### src/rtl/cpu_run_controller_if.sv
// Host-side bus of the run controller: program-load word stream and RAM read-back port.
interface cpu_run_controller_if #(
  parameter int ADDR_W = 13,
  parameter int DATA_W = 16
);
  logic              ld_valid;
  logic              ld_ready;
  logic [DATA_W-1:0] ld_data;
  logic              ld_last;
  logic              rd_req;
  logic [ADDR_W-1:0] rd_addr;
  logic              rd_valid;
  logic [DATA_W-1:0] rd_data;

  modport master (
    output ld_valid, ld_data, ld_last, rd_req, rd_addr,
    input  ld_ready, rd_valid, rd_data
  );

  modport slave (
    input  ld_valid, ld_data, ld_last, rd_req, rd_addr,
    output ld_ready, rd_valid, rd_data
  );
endinterface

### src/rtl/cpu_run_controller.sv
// Owns the single RAM port: loads a program, runs the CPU until PC self-loop,
// cycle limit or abort, and serves host read-back while the CPU is stopped.
module cpu_run_controller #(
  parameter int ADDR_W      = 13,
  parameter int DATA_W      = 16,
  parameter int LOAD_BASE   = 0,
  parameter int HALT_WINDOW = 8,
  parameter int MAX_CYCLES  = 1000000
) (
  input  logic                clk,
  input  logic                rst,
  input  logic                load_start_i,
  input  logic                run_start_i,
  input  logic                abort_i,
  cpu_run_controller_if.slave host,
  output logic                cpu_rst_o,
  input  logic                cpu_wrEn_i,
  input  logic [ADDR_W-1:0]   cpu_addr_i,
  input  logic [DATA_W-1:0]   cpu_wdata_i,
  input  logic [ADDR_W-1:0]   cpu_pc_i,
  output logic [DATA_W-1:0]   cpu_rdata_o,
  output logic                ram_wrEn_o,
  output logic [ADDR_W-1:0]   ram_addr_o,
  output logic [DATA_W-1:0]   ram_wdata_o,
  input  logic [DATA_W-1:0]   ram_rdata_i,
  output logic                busy_o,
  output logic                halted_o,
  output logic                timeout_o,
  output logic                load_err_o,
  output logic [31:0]         cycle_count_o,
  output logic [ADDR_W-1:0]   final_pc_o
);

  localparam int SW = $clog2(HALT_WINDOW + 1);
  localparam logic [ADDR_W-1:0] BASE       = ADDR_W'(LOAD_BASE);
  localparam logic [31:0]       CYC_LIM    = 32'(MAX_CYCLES - 1);
  localparam logic [SW-1:0]     STABLE_LIM = SW'(HALT_WINDOW - 1);

  typedef enum logic [1:0] {IDLE = 2'd0, LOAD = 2'd1, RUN = 2'd2, HALT = 2'd3} state_t;

  state_t            state_q, state_d;
  logic [ADDR_W-1:0] load_addr_q, load_addr_d;
  logic [SW-1:0]     stable_q, stable_d;
  logic [31:0]       cycle_q, cycle_d;
  logic [ADDR_W-1:0] final_pc_q, final_pc_d;
  logic              timeout_q, timeout_d;
  logic              load_err_q, load_err_d;
  logic              rd_valid_q, rd_valid_d;
  logic [ADDR_W-1:0] pc_prev_q, pc_prev_d;
  logic              pc_same;

  assign pc_same = (cpu_pc_i == pc_prev_q);

  always_ff @(posedge clk or posedge rst) begin
    if (rst) begin
      state_q     <= IDLE;
      load_addr_q <= BASE;
      stable_q    <= '0;
      cycle_q     <= '0;
      final_pc_q  <= '0;
      timeout_q   <= 1'b0;
      load_err_q  <= 1'b0;
      rd_valid_q  <= 1'b0;
      pc_prev_q   <= '0;
    end else begin
      state_q     <= state_d;
      load_addr_q <= load_addr_d;
      stable_q    <= stable_d;
      cycle_q     <= cycle_d;
      final_pc_q  <= final_pc_d;
      timeout_q   <= timeout_d;
      load_err_q  <= load_err_d;
      rd_valid_q  <= rd_valid_d;
      pc_prev_q   <= pc_prev_d;
    end
  end

  always_comb begin
    state_d     = state_q;
    load_addr_d = load_addr_q;
    stable_d    = stable_q;
    cycle_d     = cycle_q;
    final_pc_d  = final_pc_q;
    timeout_d   = timeout_q;
    load_err_d  = load_err_q;
    rd_valid_d  = 1'b0;
    pc_prev_d   = pc_prev_q;
    ram_wrEn_o  = 1'b0;
    ram_addr_o  = '0;
    ram_wdata_o = '0;

    case (state_q)
      IDLE, HALT: begin
        if (load_start_i) begin
          state_d     = LOAD;
          load_addr_d = BASE;
          load_err_d  = 1'b0;
        end else if (run_start_i) begin
          state_d   = RUN;
          cycle_d   = '0;
          stable_d  = '0;
          timeout_d = 1'b0;
          pc_prev_d = cpu_pc_i;
        end
        if (host.rd_req) begin
          ram_addr_o = host.rd_addr;
          rd_valid_d = 1'b1;
        end
      end
      LOAD: begin
        if (host.ld_valid) begin
          ram_wrEn_o  = 1'b1;
          ram_addr_o  = load_addr_q;
          ram_wdata_o = host.ld_data;
          if (host.ld_last) begin
            load_addr_d = load_addr_q + 1'b1;
            state_d     = IDLE;
          end else if (load_addr_q == '1) begin
            // top of the address space: keep the word, flag it, never wrap
            load_err_d = 1'b1;
            state_d    = IDLE;
          end else begin
            load_addr_d = load_addr_q + 1'b1;
          end
        end
      end
      RUN: begin
        ram_wrEn_o  = cpu_wrEn_i;
        ram_addr_o  = cpu_addr_i;
        ram_wdata_o = cpu_wdata_i;
        cycle_d     = (cycle_q == '1) ? cycle_q : cycle_q + 1'b1;
        pc_prev_d   = cpu_pc_i;
        stable_d    = pc_same ? stable_q + 1'b1 : '0;
        if (abort_i) begin
          state_d    = HALT;
          final_pc_d = cpu_pc_i;
        end else if (cycle_q == CYC_LIM) begin
          state_d    = HALT;
          final_pc_d = cpu_pc_i;
          timeout_d  = 1'b1;
        end else if (pc_same && stable_q == STABLE_LIM) begin
          state_d    = HALT;
          final_pc_d = cpu_pc_i;
        end
      end
      default: state_d = IDLE;
    endcase
  end

  assign cpu_rst_o     = (state_q != RUN);
  assign cpu_rdata_o   = ram_rdata_i;
  assign busy_o        = (state_q == LOAD) || (state_q == RUN);
  assign halted_o      = (state_q == HALT);
  assign timeout_o     = timeout_q;
  assign load_err_o    = load_err_q;
  assign cycle_count_o = cycle_q;
  assign final_pc_o    = final_pc_q;
  assign host.ld_ready = (state_q == LOAD);
  assign host.rd_valid = rd_valid_q;
  assign host.rd_data  = rd_valid_q ? ram_rdata_i : '0;

endmodule

### src/flat_wrapper.sv
// flat-port wrapper written by rule: the top's interface ports become plain ports
module cpu_run_controller_flat 
#(
  parameter int ADDR_W      = 13,
  parameter int DATA_W      = 16,
  parameter int LOAD_BASE   = 0,
  parameter int HALT_WINDOW = 8,
  parameter int MAX_CYCLES  = 1000000
)
  (clk, rst, load_start_i, run_start_i, abort_i, cpu_rst_o, cpu_wrEn_i, cpu_addr_i, cpu_wdata_i, cpu_pc_i, cpu_rdata_o, ram_wrEn_o, ram_addr_o, ram_wdata_o, ram_rdata_i, busy_o, halted_o, timeout_o, load_err_o, cycle_count_o, final_pc_o, host_ld_valid, host_ld_data, host_ld_last, host_rd_req, host_rd_addr, host_ld_ready, host_rd_valid, host_rd_data);
  cpu_run_controller_if #(.ADDR_W(ADDR_W), .DATA_W(DATA_W)) host_i ();
  input  logic clk;
  input  logic rst;
  input  logic load_start_i;
  input  logic run_start_i;
  input  logic abort_i;
  output logic cpu_rst_o;
  input  logic cpu_wrEn_i;
  input  logic [ADDR_W-1:0] cpu_addr_i;
  input  logic [DATA_W-1:0] cpu_wdata_i;
  input  logic [ADDR_W-1:0] cpu_pc_i;
  output logic [DATA_W-1:0] cpu_rdata_o;
  output logic ram_wrEn_o;
  output logic [ADDR_W-1:0] ram_addr_o;
  output logic [DATA_W-1:0] ram_wdata_o;
  input  logic [DATA_W-1:0] ram_rdata_i;
  output logic busy_o;
  output logic halted_o;
  output logic timeout_o;
  output logic load_err_o;
  output logic [31:0] cycle_count_o;
  output logic [ADDR_W-1:0] final_pc_o;
  input wire logic [$bits(host_i.ld_valid)-1:0] host_ld_valid;
  input wire logic [$bits(host_i.ld_data)-1:0] host_ld_data;
  input wire logic [$bits(host_i.ld_last)-1:0] host_ld_last;
  input wire logic [$bits(host_i.rd_req)-1:0] host_rd_req;
  input wire logic [$bits(host_i.rd_addr)-1:0] host_rd_addr;
  output wire logic [$bits(host_i.ld_ready)-1:0] host_ld_ready;
  output wire logic [$bits(host_i.rd_valid)-1:0] host_rd_valid;
  output wire logic [$bits(host_i.rd_data)-1:0] host_rd_data;
  assign host_i.ld_valid = host_ld_valid;
  assign host_i.ld_data = host_ld_data;
  assign host_i.ld_last = host_ld_last;
  assign host_i.rd_req = host_rd_req;
  assign host_i.rd_addr = host_rd_addr;
  assign host_ld_ready = host_i.ld_ready;
  assign host_rd_valid = host_i.rd_valid;
  assign host_rd_data = host_i.rd_data;
  cpu_run_controller #(.ADDR_W(ADDR_W), .DATA_W(DATA_W), .LOAD_BASE(LOAD_BASE), .HALT_WINDOW(HALT_WINDOW), .MAX_CYCLES(MAX_CYCLES)) u_core (.clk(clk), .rst(rst), .load_start_i(load_start_i), .run_start_i(run_start_i), .abort_i(abort_i), .host(host_i), .cpu_rst_o(cpu_rst_o), .cpu_wrEn_i(cpu_wrEn_i), .cpu_addr_i(cpu_addr_i), .cpu_wdata_i(cpu_wdata_i), .cpu_pc_i(cpu_pc_i), .cpu_rdata_o(cpu_rdata_o), .ram_wrEn_o(ram_wrEn_o), .ram_addr_o(ram_addr_o), .ram_wdata_o(ram_wdata_o), .ram_rdata_i(ram_rdata_i), .busy_o(busy_o), .halted_o(halted_o), .timeout_o(timeout_o), .load_err_o(load_err_o), .cycle_count_o(cycle_count_o), .final_pc_o(final_pc_o));
endmodule
### config.mk
export PLATFORM = sky130hd
export DESIGN_NAME = cpu_run_controller_flat
export DESIGN_NICKNAME = d
export VERILOG_FILES = /design/src/rtl/cpu_run_controller_if.sv /design/src/rtl/cpu_run_controller.sv /design/src/flat_wrapper.sv
export SDC_FILE = /design/constraint.sdc
export NUM_CORES = 1
export LEC_CHECK = 0
export ABC_CLOCK_PERIOD_IN_PS = 4210
export CAP_MARGIN = 20
export CORE_ASPECT_RATIO = 0.9
export CORE_UTILIZATION = 44
export DETAILED_ROUTE_END_ITERATION = 10
export MAX_ROUTING_LAYER = met4
export PLACE_DENSITY = 0.8
export SKIP_CTS_REPAIR_TIMING = 1
export SLEW_MARGIN = 20
export SYNTH_ARGS = -nofsm -noshare
export SYNTH_HDL_FRONTEND = slang
export SYNTH_SLANG_ARGS = --single-unit
### constraint.sdc
create_clock -name clk -period 4.21 [get_ports clk]
set_input_delay 1.263 -clock clk [delete_from_list [all_inputs] [get_ports clk]]
set_output_delay 1.263 -clock clk [all_outputs]
set_load 0.01 [all_outputs]
==> metrics, run 1 <==
WP buf/inv 4; Synth warnings 0; post-synthesis cell count 569; GR Util All Layers 0.328; CP Capture Type output port; GP Congestion between 1 and 1.5; FP Rows 36; worst-case clock buffer depth 2; htree depth 3; area share of and/or/nand/nor cells after synthesis 0.274; DP Area 7220 µm²; top-area cell type share of the netlist area 0.394; vias per std cell between 6 and 7; post-route ant nets 0; FF-to-FF Start u_core.state_q[0]; Hold Path Stages 2; height of the die 104 µm; min Tclk post-route roughly 4100 ps; Post-synth top flop dfrtp_1; final cell count without fillers 910; Post-synth EDFFs 0; Routed WL about 19 mm; Arr. time, crit path ~2900 ps; worst slew pin tran about 1000 ps; mux cell area share after synthesis 0.0367; multi-input logic area roughly 2700 µm²; routed via count between 5,000 and 6,000; period utilization 0.982; #FFs+latches synth 80; most common cell after layout, fill and taps aside clkdlybuf4s50_1; Synth Area in Adders 0.0148; Final Cell Area 7570 µm²; largest family of logic cells by synthesized area simple AND/OR/NAND/NOR gates; DRC viols 0; Max Cap Viol 0; Setup crit start kind primary input; worst rel slew slack 0.299; hold path startpoint u_core.pc_prev_q[7]; first-pass GRT wire length approximately 29 mm; clock-pin slew on the worst setup and hold paths roughly 70 ps; top post-synthesis cells by area dfrtp_1, nand2_1, nand4_1, a22o_1, nand3_1; Synth area leader dfrtp_1; Post-Place Cells about 890; Final Max Tran Viols 0; CTS tree yes; fraction of layout cells with a size suffix above 1 0.0713; Pre-Repair DR Iteration Count 8; register area between 2000 and 2500 µm²; Netlist cell types 60; pin count of the biggest net entering global routing 44; Initial Utilization 0.461; CP Max Fanout 24; num ports 210; Synth Area in XOR/XNOR 0.0379; RSZ-0062 raised after global routing false; crit-path max cell delay roughly 490 ps; CP Class in -> out; number of buffers added on ports 209; Hold Path End u_core.pc_prev_q[7]; initial antenna violation count 1; crit path cell chain clkdlybuf4s50_1 -> and3_4 -> buf_12 -> a222oi_1 -> inv_1 -> clkdlybuf4s50_1; FF-to-FF setup slack 1420 ps; Compound-Gate Fraction of Synth Area 0.173; most frequent cell on the critical path clkdlybuf4s50_1; crit path max-delay cell type clkdlybuf4s50_1; FMAX roughly 240 MHz; Final nets roughly 850; Pleak between 3 and 4 nW; Clock Sinks 80; FF-to-FF End u_core.cycle_count_o[30]; Clock Tree Root clkbuf_16; Synth Area per Inst a little under 9 µm²; fraction of registers with async set/reset 1.00; top cell family by delay on the critical path buffers and inverters; full die area roughly 12,000 µm²; HP Class reg -> reg; cts bufs inserted 9; Remaining Overflow, GRT 0; drt wl/cell between 20 and 25 µm; DRT iter0 DRCs 484; most frequent cells in the layout clkdlybuf4s50_1, dfrtp_1, nand2_1, nand3_1, nand4_1; Final Setup Violations 0; Layout fillers between 800 and 900; CP required between 2000 and 3000 ps; Synthesized Nets 671; PwrDens ~530 nW/µm²; Layout area overhead 48.9%; Hold Fails Final Rpt 0; chip width approximately 120 µm; Syn Std Cell Area between 5000 and 6000 µm²; status finished, final reports clean; clock latency on the worst-skew pair between 300 and 400 ps; Worst VDD drop around 0.42 mV; register area share after synthesis 0.394; r2r worst-path depth 8; HPWL after DPL 14.2 mm; Clock Skews around 12 ps; CORE AREA approximately 11,000 µm²; vias in the first global route 5,221; Final Util 0.686
## synthesized netlist by cell type, types with 5 or more instances
cell type,n
a21oi_1,18
a222oi_1,13
a22o_1,18
and2_1,18
and3_1,12
and4_1,7
buf_4,16
clkbuf_1,23
dfrtp_1,80
ha_1,6
inv_1,26
mux2_2,13
nand2_1,73
nand3_1,31
nand4_1,27
nor2_1,23
nor3_1,5
nor4_1,12
o211ai_1,6
o21ai_0,16
o21ai_1,10
o31ai_1,7
or3_1,10
or4_1,12
xnor2_1,13
xor2_1,9
## worst max path at each step
stage / cells past startpoint / end / from / slack (ps)
2_1_floorplan: 1 / u_core.cycle_count_o[0] / rst / 900
3_3_place_gp: 5 / ram_addr_o[1] / host_rd_req / -40
3_5_place_dp: 5 / ram_addr_o[8] / host_rd_req / -150
4_1_cts: 5 / ram_addr_o[8] / host_rd_req / -170
5_1_grt: 6 / ram_addr_o[12] / host_ld_valid / 50
6_report: 6 / ram_addr_o[12] / host_ld_valid / 80
## power by group
part | switching (mW) | internal (mW)
clock | 0.364 | 0.419
combinational | 1.12 | 1.00
sequential | 0.186 | 0.951
total | 1.67 | 2.37
## layout make-up
class | count | area share
well taps | 152 | 0.0251
multi-input cells | 416 | 0.363
inverters | 26 | 0.0131
flip-flops and latches | 80 | 0.265
diodes | 1 | 0.000331
clock buffers | 9 | 0.0298
clock inverters | 7 | 0.00876
repair buffers | 219 | 0.296
## registers in the layout, indices dropped and copies added, names as in the netlist
name / flops
u_core.pc_prev_q: 13
u_core.load_addr_q: 13
u_core.final_pc_o: 13
u_core.state_q: 2
u_core.load_err_o: 1
u_core.stable_q: 4
u_core.cycle_count_o: 32
u_core.timeout_o: 1
u_core.host.rd_valid: 1
## layer usage
metal / routed length (µm) / track usage
met1: 6890 / 0.376
met2: 9120 / 0.518
met3: 1950 / 0.0828
met4: 1040 / 0.192
met5: 0 / -
## cell families (layout without fill, tap and decap cells)
family                     Yosys count  count (layout)
AOI/OAI and AO/OA                  118             118
xor gates and xnor gates            22              22
adders and majority gates            6               6
buffers and inverters               73             261
DFF                                 80              80
muxes                               17              17
other                                0               1
and+or+nand+nor                    253             253
## through the flow
stage	hold WS [ps]	TNS (ps)	total power [mW]	setup slack, ps
after floorplan	460	0	2.28	895
after global placement	470	-433	3.19	-43.4
after detailed placement	477	-1610	3.27	-153
after CTS	492	-1710	4.06	-166
after global routing	513	0	4.27	52.9
final	489	0	4.04	77.2
## tightest hold or removal path, cell delays in order, from the launching register on
cell and delay (ps):
dfrtp_1 360, nand2_1 50, nand2_1 50
Note: power is estimated with default switching activity, not from simulation.
==> run 2: changes to the inputs <==
--- a/config.mk
+++ b/config.mk
@@ -5,11 +5,13 @@
 export SDC_FILE = /design/constraint.sdc
 export NUM_CORES = 1
 export LEC_CHECK = 0
-export ABC_CLOCK_PERIOD_IN_PS = 4210
+export ABC_CLOCK_PERIOD_IN_PS = 4500
 export CAP_MARGIN = 20
 export CORE_ASPECT_RATIO = 0.9
+export CORE_MARGIN = 3
 export CORE_UTILIZATION = 44
 export DETAILED_ROUTE_END_ITERATION = 10
+export GPL_TIMING_DRIVEN = 0
 export MAX_ROUTING_LAYER = met4
 export PLACE_DENSITY = 0.8
 export SKIP_CTS_REPAIR_TIMING = 1
==> constraint.sdc (replaced) <==
create_clock -name clk -period 4.5 [get_ports clk]
set_input_delay 1.35 -clock clk [delete_from_list [all_inputs] [get_ports clk]]
set_output_delay 1.35 -clock clk [all_outputs]
set_load 0.01 [all_outputs]
==> metrics, run 2 (synthesis gave the netlist of run 1 again) <==
pin count of the biggest net entering global routing 42; cts bufs inserted 9; HP Class reg -> reg; Worst VDD drop between 0.3 and 0.4 mV; WP buf/inv 3; CP Capture Type output port; Overall Power about 3.9 mW; chip width 119 µm; worst slew pin tran 985 ps; Layout fillers slightly below 900; htree depth 3; CP Class in -> out; vias per std cell ~5.8; FP Rows 36; first-pass GRT wire length just under 30 mm; Routed WL roughly 19 mm; Final Util 0.702; fin worst setup slack around 62 ps; Final nets around 890; top cell family by delay on the critical path buffers and inverters; max FFs per register 32; most frequent cell on the critical path clkdlybuf4s50_1; Final Cell Area approximately 7700 µm²; r2r worst-path depth 9; drt wl/cell 19.9 µm; status finished, final reports clean; number of buffers added on ports ~210; Stages on worst setup path 5; FMAX between 200 and 250 MHz; setup_tns 0 ps; post-route ant nets 0; CP endpoint ram_wdata_o[11]; clock-pin slew on the worst setup and hold paths about 60 ps; pre-CTS WS -176 ps; Post-Place Cells approximately 930; worst-case clock buffer depth 2; crit path max-delay cell type clkdlybuf4s50_1; FF-to-FF setup slack 1540 ps; Hold Fails Final Rpt 0; beginning of the critical path host_ld_valid; GP Congestion between 0.9 and 1; CP required between 3000 and 4000 ps; vias in the first global route between 5,000 and 6,000; CTS tree yes; crit path cell chain clkdlybuf4s50_1 -> and3_4 -> clkbuf_4 -> a22o_1 -> clkdlybuf4s50_1; initial antenna violation count 0; GR Util All Layers 0.299; worst hold slack approximately 490 ps; DP Area 7390 µm²; Arr. time, crit path 3090 ps; most frequent cells in the layout clkdlybuf4s50_1, dfrtp_1, nand2_1, nand3_1, nand4_1; num ports between 200 and 250; min Tclk post-route 4440 ps; CP Max Fanout 10; Initial Utilization 0.461; Max Cap Viol 0; most common cell after layout, fill and taps aside clkdlybuf4s50_1; n_diodes 0; HPWL after DPL 14.8 mm; fraction of layout cells with a size suffix above 1 0.0830; Clock Skews ~6.2 ps; Final Max Tran Viols 0; period utilization 0.986; Layout area overhead 52.5%; FF-to-FF End u_core.timeout_o; PwrDens around 510 nW/µm²; Setup crit start kind primary input; Pre-Repair DR Iteration Count 5; RSZ-0062 raised after global routing false; DRC viols 0; final cell count without fillers approximately 950; crit-path max cell delay between 600 and 700 ps; worst rel slew slack 0.338; CORE AREA around 11,000 µm²; full die area approximately 13,000 µm²; FF-to-FF Start u_core.state_q[0]; Clock Tree Root clkbuf_16; routed via count ~5,500; Clock Sinks 80; height of the die roughly 110 µm; DRT iter0 DRCs approximately 470; Pleak 3.36 nW; Remaining Overflow, GRT 0; clock latency on the worst-skew pair 340 ps; Final Setup Violations 0
[run 2: cell count changes in the layout (fill, tap and decap cells not counted), sizes merged, moves of 5 or more]
cell	before	now
clkbuf	9	29
buf	10	28
clkdlybuf4s50	190	197
dlymetal6s2s	19	12
inv	32	27
[run 2: worst min-delay path by stage]
| stage | endpoint | slack (ps) | start | cells past startpoint |
|---|---|---|---|---|
| after floorplan | u_core.pc_prev_q[0] | 460 | u_core.pc_prev_q[0] | 2 |
| after global placement | u_core.pc_prev_q[9] | 470 | u_core.pc_prev_q[9] | 2 |
| after detailed placement | u_core.pc_prev_q[12] | 480 | u_core.pc_prev_q[12] | 2 |
| after CTS | u_core.pc_prev_q[12] | 490 | u_core.pc_prev_q[12] | 2 |
| after global routing | u_core.pc_prev_q[12] | 520 | u_core.pc_prev_q[12] | 2 |
| final | u_core.pc_prev_q[12] | 490 | u_core.pc_prev_q[12] | 2 |
[run 2: power breakdown]
group	leakage (nW)	switching [mW]	total, mW	internal [mW]
registers	1.06	0.148	1.04	0.891
logic	2.15	1.14	2.10	0.961
clock network	0.156	0.305	0.792	0.487
[run 2: worst min-delay path: cells and delay by family, from the launching register on]
kind             cells  cell delay, ps
AND/OR/NAND/NOR      2             100
flip-flops           1             350
[run 2: layout make-up]
| type | count | area [µm²] | share of cell area |
|---|---|---|---|
| Buffer | 47 | 263 | 0.0339 |
| Clock buffer | 9 | 225 | 0.0291 |
| Clock inverter | 7 | 95.1 | 0.0123 |
| Inverter | 26 | 100 | 0.0129 |
| Multi-Input combinational cell | 416 | 2730 | 0.353 |
| Sequential cell | 80 | 2000 | 0.258 |
| Tap cell | 152 | 190 | 0.0245 |
| Timing Repair Buffer | 210 | 2140 | 0.276 |
[run 2: metal layers]
| metal | track usage | share of wire |
|---|---|---|
| met1 | 0.370 | 0.41 |
| met2 | 0.476 | 0.47 |
| met3 | 0.0591 | 0.077 |
| met4 | 0.139 | 0.048 |
| met5 | - | 0 |
